`src/rtl/cswap_serial_adder_pkg.sv`:
```
// Shared definitions for the bit-serial Fredkin adder: FSM states, width limits
// and the controlled-swap primitive used to build the full-adder cell.
package cswap_serial_adder_pkg;

    typedef enum logic [1:0] {
        S_IDLE = 2'd0,
        S_RUN  = 2'd1,
        S_DONE = 2'd2
    } state_t;

    localparam int WIDTH_MIN = 1;
    localparam int WIDTH_MAX = 32;

    function automatic bit width_ok(input int w);
        return (w >= WIDTH_MIN) && (w <= WIDTH_MAX);
    endfunction

    // Fredkin gate, selected rail only: passes p when c=0, q when c=1.
    // The complementary rail is garbage in every use here and is dropped.
    function automatic logic fswap(input logic c, input logic p, input logic q);
        return c ? q : p;
    endfunction

endpackage

```
`src/rtl/cswap_serial_adder_fa.sv`:
```
// One-bit full adder built from controlled swaps and constant ancillas only.
module fredkin_fa_bit
    import cswap_serial_adder_pkg::*;
(
    input  logic x,
    input  logic y,
    input  logic ci,
    output logic s,
    output logic co
);

    logic ny;
    logic p;
    logic np;

    // Ancillas 1/0 turn a swap into an inverter: c ? 0 : 1.
    assign ny = fswap(y, 1'b1, 1'b0);
    assign p  = fswap(x, y, ny);
    assign np = fswap(p, 1'b1, 1'b0);
    assign s  = fswap(ci, p, np);
    // Propagate picks the incoming carry; otherwise x == y and x is the carry.
    assign co = fswap(p, x, ci);

endmodule

```
`src/rtl/cswap_serial_adder.sv`:
```
// Bit-serial adder controller: captures operands, walks them LSB first through
// a single Fredkin full-adder cell and publishes {cout,sum} with a done pulse.
module cswap_serial_adder
    import cswap_serial_adder_pkg::*;
#(
    parameter int WIDTH = 8
) (
    input  logic             clk,
    input  logic             rst_n,
    input  logic             start,
    input  logic [WIDTH-1:0] a,
    input  logic [WIDTH-1:0] b,
    input  logic             cin,
    output logic             busy,
    output logic             done,
    output logic [WIDTH-1:0] sum,
    output logic             cout
);

    localparam int CW = (WIDTH > 1) ? $clog2(WIDTH) : 1;

    generate
        if (!width_ok(WIDTH)) begin : g_bad_width
            $error("cswap_serial_adder: WIDTH out of range 1..32");
        end
    endgenerate

    state_t           state;
    logic [WIDTH-1:0] a_sh;
    logic [WIDTH-1:0] b_sh;
    logic [WIDTH-1:0] acc;
    logic [WIDTH-1:0] acc_next;
    logic [CW-1:0]    cnt;
    logic             carry;
    logic             fa_s;
    logic             fa_co;

    fredkin_fa_bit u_fa (
        .x  (a_sh[0]),
        .y  (b_sh[0]),
        .ci (carry),
        .s  (fa_s),
        .co (fa_co)
    );

    generate
        if (WIDTH == 1) begin : g_acc1
            assign acc_next = fa_s;
        end else begin : g_accn
            assign acc_next = {fa_s, acc[WIDTH-1:1]};
        end
    endgenerate

    always_ff @(posedge clk) begin
        if (!rst_n) begin
            state <= S_IDLE;
            busy  <= 1'b0;
            done  <= 1'b0;
            sum   <= '0;
            cout  <= 1'b0;
            a_sh  <= '0;
            b_sh  <= '0;
            acc   <= '0;
            carry <= 1'b0;
            cnt   <= '0;
        end else begin
            case (state)
                S_IDLE: begin
                    done <= 1'b0;
                    if (start) begin
                        a_sh  <= a;
                        b_sh  <= b;
                        carry <= cin;
                        cnt   <= '0;
                        busy  <= 1'b1;
                        state <= S_RUN;
                    end
                end
                S_RUN: begin
                    acc   <= acc_next;
                    a_sh  <= a_sh >> 1;
                    b_sh  <= b_sh >> 1;
                    carry <= fa_co;
                    cnt   <= cnt + 1'b1;
                    if (cnt == CW'(WIDTH - 1)) begin
                        sum   <= acc_next;
                        cout  <= fa_co;
                        done  <= 1'b1;
                        state <= S_DONE;
                    end
                end
                S_DONE: begin
                    done  <= 1'b0;
                    busy  <= 1'b0;
                    state <= S_IDLE;
                end
                default: begin
                    done  <= 1'b0;
                    busy  <= 1'b0;
                    state <= S_IDLE;
                end
            endcase
        end
    end

endmodule

```
`config.mk`:
```
export PLATFORM = sky130hd
export DESIGN_NAME = cswap_serial_adder
export DESIGN_NICKNAME = d
export VERILOG_FILES = /design/src/rtl/cswap_serial_adder_pkg.sv /design/src/rtl/cswap_serial_adder_fa.sv /design/src/rtl/cswap_serial_adder.sv
export SDC_FILE = /design/constraint.sdc
export NUM_CORES = 1
export LEC_CHECK = 0
export CORE_AREA = 2 2 72 74
export CTS_CLUSTER_DIAMETER = 60
export CTS_CLUSTER_SIZE = 16
export DETAILED_ROUTE_END_ITERATION = 12
export DIE_AREA = 0 0 74 76
export GPL_TIMING_DRIVEN = 0
export PLACE_DENSITY = 0.59
export SETUP_SLACK_MARGIN = 0.5
export SYNTH_ARGS = -nofsm -noshare
export SYNTH_HDL_FRONTEND = slang
export SYNTH_HIERARCHICAL = 1
export SYNTH_SLANG_ARGS = --single-unit
```
`constraint.sdc`:
```
create_clock -name clk -period 1.3 [get_ports clk]
set_clock_uncertainty 0.1 [all_clocks]
set_input_delay 0.325 -clock clk [delete_from_list [all_inputs] [get_ports clk]]
set_output_delay 0.325 -clock clk [all_outputs]
set_load 0.01 [all_outputs]
```
Word-level counts from Yosys, hierarchy flattened:

Index checks and enable logic that the tools add are counted.
W data, S select, Z words.

* register bits: 41
* input bits: 20
* output and inout port bits: 11
* logic and storage cells: 41

* add/subtract/negate cells: 1
* equality and inequality tests: 4
* multiplexer cells: 18
* bitwise gates (word level): 1
* reductions and logical operators: 7

Operator list (count)
* $pmux W8 S2: 2
* $mux W8: 2
* $reduce_and A2 Y1: 5
* $mux W1: 7
* $pmux W3 S2: 1
* $mux W2: 2
* $ne A2 B2 Y1 const B: 2
* $pmux W1 S2: 2
* $pmux W2 S2: 1
* $add A3 B1 Y3 const B: 1
* $eq A3 B3 Y1 const B: 1
* $mux W3: 1
* $eq A2 B1 Y1 const B: 1
* $logic_not A2 Y1: 1
* $reduce_bool A2 Y1: 1
* $not A1 Y1: 1

Longest topological paths before layout:

* depth after elaboration: 4
* mapped depth: 6
* gate-level depth less buffers: 5

Modules after synthesis:

Netlist, hierarchy kept.

By module, submodules not included
* cswap_serial_adder: instances 1, cells each 159, area each 1620.3 um^2, sequential area each 800.8 um^2
* fredkin_fa_bit: instances 1, cells each 2, area each 33.8 um^2, sequential area each 0.0 um^2

Worst setup path after synthesis:

No wires, ideal clock.

* path kind: register to register
* start: register state[0]
* end: register a_sh[0]
* setup time: 119 ps
* data arrival time: 1195 ps
* data required time: 1081 ps
* slack: -114 ps
* stages on the path, launching flop included: 7
* path buffers: 3
* clock period less this slack: 1414 ps
* cell sequence: dfxtp_1 -> buf_6 -> nand2b_4 -> or2_1 -> buf_6 -> buf_6 -> o221a_1

* cells in the longest elaborated chain, start to end: 3
* elaborated cells on any way between the ends: 6
* classes of those cells: 2 x eq/ne; 1 x mux; 3 x reduce/logical

Ends and longest elaborated chain
* start: declaration: line cswap_serial_adder.sv:28 `state_t state;`
* start signal: assignment: line cswap_serial_adder.sv:56 `state <= S_IDLE;`
* start signal: assignment: line cswap_serial_adder.sv:76 `state <= S_RUN;`
* start signal: assignment: line cswap_serial_adder.sv:89 `state <= S_DONE;`
* $eq A2 B1 Y1 / $logic_not A2 Y1 (equally long branches): line cswap_serial_adder.sv:67 `case (state)`
* $reduce_bool A2 Y1 (no line) / $ne A2 B2 Y1 (equally long branches)
* $reduce_and A2 Y1 (no line)
* end signal: assignment: line cswap_serial_adder.sv:81 `a_sh <= a_sh >> 1;`
* end: declaration: line cswap_serial_adder.sv:29 `logic [WIDTH-1:0] a_sh;`

Several ways; a longest one is shown, not always the timed one.
A chain may end at the register's enable or synchronous reset.

Worst setup path after layout:

Same ends and word-level chain as after synthesis.

==> flow_summary_export.csv <==
group,metric,value,unit
status,run_status,"finished with violations",
place,placed_cell_area,0.00209,mm²
cells_and_area,nFillCells,457,
job,max_cap_violations,0,
timing,hold_viol_final,0,
clock_tree,clk_latency,0.30,ns
timing,maxSlewHeadroom,69.3,%
timing,min_period,1.45,ns
detailed_routing,drtAntennaViolNets,0,
clock_tree,clkTransAtPathRegs,0.08,ns
worst_setup_path,crit_path_top_delay_cell,"dfxtp_2",
floorplanning,start_util,33.7,%
detailed_routing,drtPass1Iterations,4,
synthesis,syn_area,0.00165,mm²
cells_and_area,drive_gt1_share,36.3,%
detailed_routing,viasPerCell,4.88,
place,gp_congestion,0.732,
synthesis,syn_avg_cell_area,10.3,µm²
min_path,min_from,"rst_n",
floorplanning,rows,26,
grt,grt_pass1_vias,1421,
clock_tree,htreeDepth,2,
floorplanning,io_pins,31,
floorplanning,dieWidth,74,µm
timing,worst_slew_pin_slew,0.461,ns
worst_setup_path,worst-path-buf-inv,3,
grt,grt.total_usage,15.4,%
pwr,power_leakage,0.923,nW
clock_tree,cts_buffers,5,
cells_and_area,multi_input_area,837,µm²
cells_and_area,areaGrowthSynthToFinish,46.7,%
worst_setup_path,worstPathCellList,"buf_6 > nand2b_4 > or2_1 > buf_6 > buf_6 > o221a_1",
timing,fmax,691,MHz
worst_setup_path,cp_common_cell,"buf_6",
clock_tree,root_buffer,"clkbuf_8",
worst_setup_path,startpoint,"state[0]",
synthesis,syn_nets,183,
worst_setup_path,crit_family,"buffers and inverters",
detailed_routing,routed-via-count,1376,
synthesis,syn_inst,161,
cells_and_area,nets,233,
clock_tree,cts.path.max_buffers,2,
cells_and_area,num_antenna_cells,0,
grt,antenna_found_initial,0,
detailed_routing,wl_per_cell,14.5,µm
timing,finalSetupViolations,21,
worst_setup_path,r2r_start,"state[0]",
synthesis,ys_seq_area_share,48.4,%
timing,timing.final.crit_share,111,%
worst_setup_path,worstSetupPathType,"flip-flop to flip-flop",
worst_setup_path,cp-start-kind,"flip-flop",
timing,whs,0.312,ns
cells_and_area,layout_common_cells,"buf_6 (25), dfxtp_1 (25), nand2_1 (21), clkdlybuf4s50_1 (17)",
cells_and_area,regArea,820,µm²
detailed_routing,drc_errors,0,
clock_tree,clock_sinks,40,
worst_setup_path,worstPathArrival,1.53,ns
synthesis,synth-seq-cells,40,
worst_setup_path,max_stage_delay,0.32,ns
detailed_routing,routed_wl,4.09,mm
worst_setup_path,cp-end-kind,"flip-flop",
grt,grt_remaining_overflow,0,
worst_setup_path,crit_fanout,7,
status,violations,"setup timing",
timing,setup_ws,-0.148,ns
floorplanning,die_y,76,µm
grt,grt_max_degree,15,
clock_tree,cts_tree,"done",
place,place_ws,-0.616,ns
pwr,vdd_ir_drop_max,0.455,mV
timing,drv_slew,0,
grt,grt_pass1_wl,6.75,mm
floorplanning,dieArea,0.00562,mm²
worst_setup_path,crit_required,1.39,ns
place,hpwl,2.58,mm
detailed_routing,drt_iter0_markers,45,
place,portBuffers,29,
floorplanning,core_area,0.00491,mm²
min_path,hp-class,"primary input to flip-flop",
synthesis,yosys_warnings,6,
synthesis,synth.distinct_cells,30,
timing,grt_setup_unrepaired,"yes",
pwr,power_density,1150,mW/mm²
cells_and_area,fin_area,0.00243,mm²
## worst paths after layout
check                           endpoint  cells after the start  slack (ns)
worst max-delay path             a_sh[0]                      6       -0.15
worst min-delay path                busy                      3        0.31
worst max register to register   a_sh[0]                      6       -0.15
worst min register to register    sum[5]                      2        0.37
## layout make-up
class	instances	area share, %
Buffer	14	5.16
Clock buffer	5	2.84
Clock inverter	3	1.91
Inverter	1	0.155
Multi-Input combinational cell	106	34.5
Sequential cell	40	33.8
Tap cell	70	3.61
Timing Repair Buffer	43	18.1
## Yosys cell counts (all sizes together)
| master | count | share of area, % |
|---|---|---|
| nor3b | 1 | 0.45 |
| o211a | 1 | 0.61 |
| nand3 | 9 | 2.7 |
| o221a | 15 | 10 |
| a21boi | 16 | 7.3 |
| or2 | 1 | 0.38 |
| a21oi | 2 | 0.61 |
| inv | 1 | 0.23 |
| nand2b | 4 | 2.0 |
| xor3 | 1 | 1.4 |
| o21bai | 1 | 0.45 |
| and2 | 1 | 0.38 |
| mux2i | 1 | 0.61 |
| dfxtp | 40 | 48 |
| maj3 | 1 | 0.61 |
| nor2b | 5 | 1.9 |
| o21a | 15 | 6.8 |
| buf | 9 | 3.8 |
| nand3b | 1 | 0.45 |
| ha | 2 | 1.5 |
| a22oi | 4 | 1.8 |
| o21ba | 1 | 0.61 |
| nand2 | 23 | 5.2 |
| clkbuf | 5 | 1.2 |
| and3 | 1 | 0.38 |
## per-stage QoR
stage          utilization, %  TNS (ns)  instances  power, W
5_1_grt                  49.4     -3.27        282   0.00292
3_5_place_dp             42.6    -11.00        260   0.00170
6_report                 49.4     -1.88        282   0.00280
3_3_place_gp             42.6    -10.23        260   0.00169
4_1_cts                  48.4     -1.99        279   0.00281
2_1_floorplan               -     -1.19        161   0.00158
## registers in the layout (all words and copies together) (netlist names)
| register | count |
|---|---|
| a_sh | 8 |
| busy | 1 |
| done | 1 |
| cnt | 3 |
| b_sh | 8 |
| cout | 1 |
| state | 2 |
| acc | 7 |
| carry | 1 |
| sum | 8 |
## tightest hold or removal path, stage by stage
cell and delay [ns]:
clkbuf_4 0.17, nand2b_1 0.13, a21oi_2 0.04
## logic make-up (layout without fill, tap and decap cells)
family          Yosys count  after routing  share of synthesized area [%]
buf+inv                  15             66                           5.22
flops                    40             40                           48.4
xor+xnor                  1              1                           1.44
compound gates           55             55                           28.4
simple gates             46             46                           13.8
fa+ha+maj                 3              3                           2.12
mux                       1              1                          0.605
## power by group
part | switching (W) | internal [W] | total, W
combinational | 0.000164 | 0.000249 | 0.000413
sequential | 0.0000412 | 0.00129 | 0.00133
clock | 0.000477 | 0.000579 | 0.00106
## per-layer routing
| metal | vias up | track usage [%] | part of all wire [%] |
|---|---|---|---|
| li1 | 681 | - | - |
| met1 | 663 | 18.8 | 45 |
| met2 | 28 | 25.7 | 50 |
| met3 | 4 | 4.76 | 4.7 |
| met4 | 0 | 4.18 | 0.66 |
| met5 | - | 0 | 0 |
## what timing repair did
item	CTS	global route
endpoints found under the setup margin	51	51
pin swaps	16	9
buffers inserted	6	3
endpoints found under the hold margin	0	0
cloned	5	0
resized for setup	92	10
hold buffers	0	0
Power figures use the tool's default switching activity.
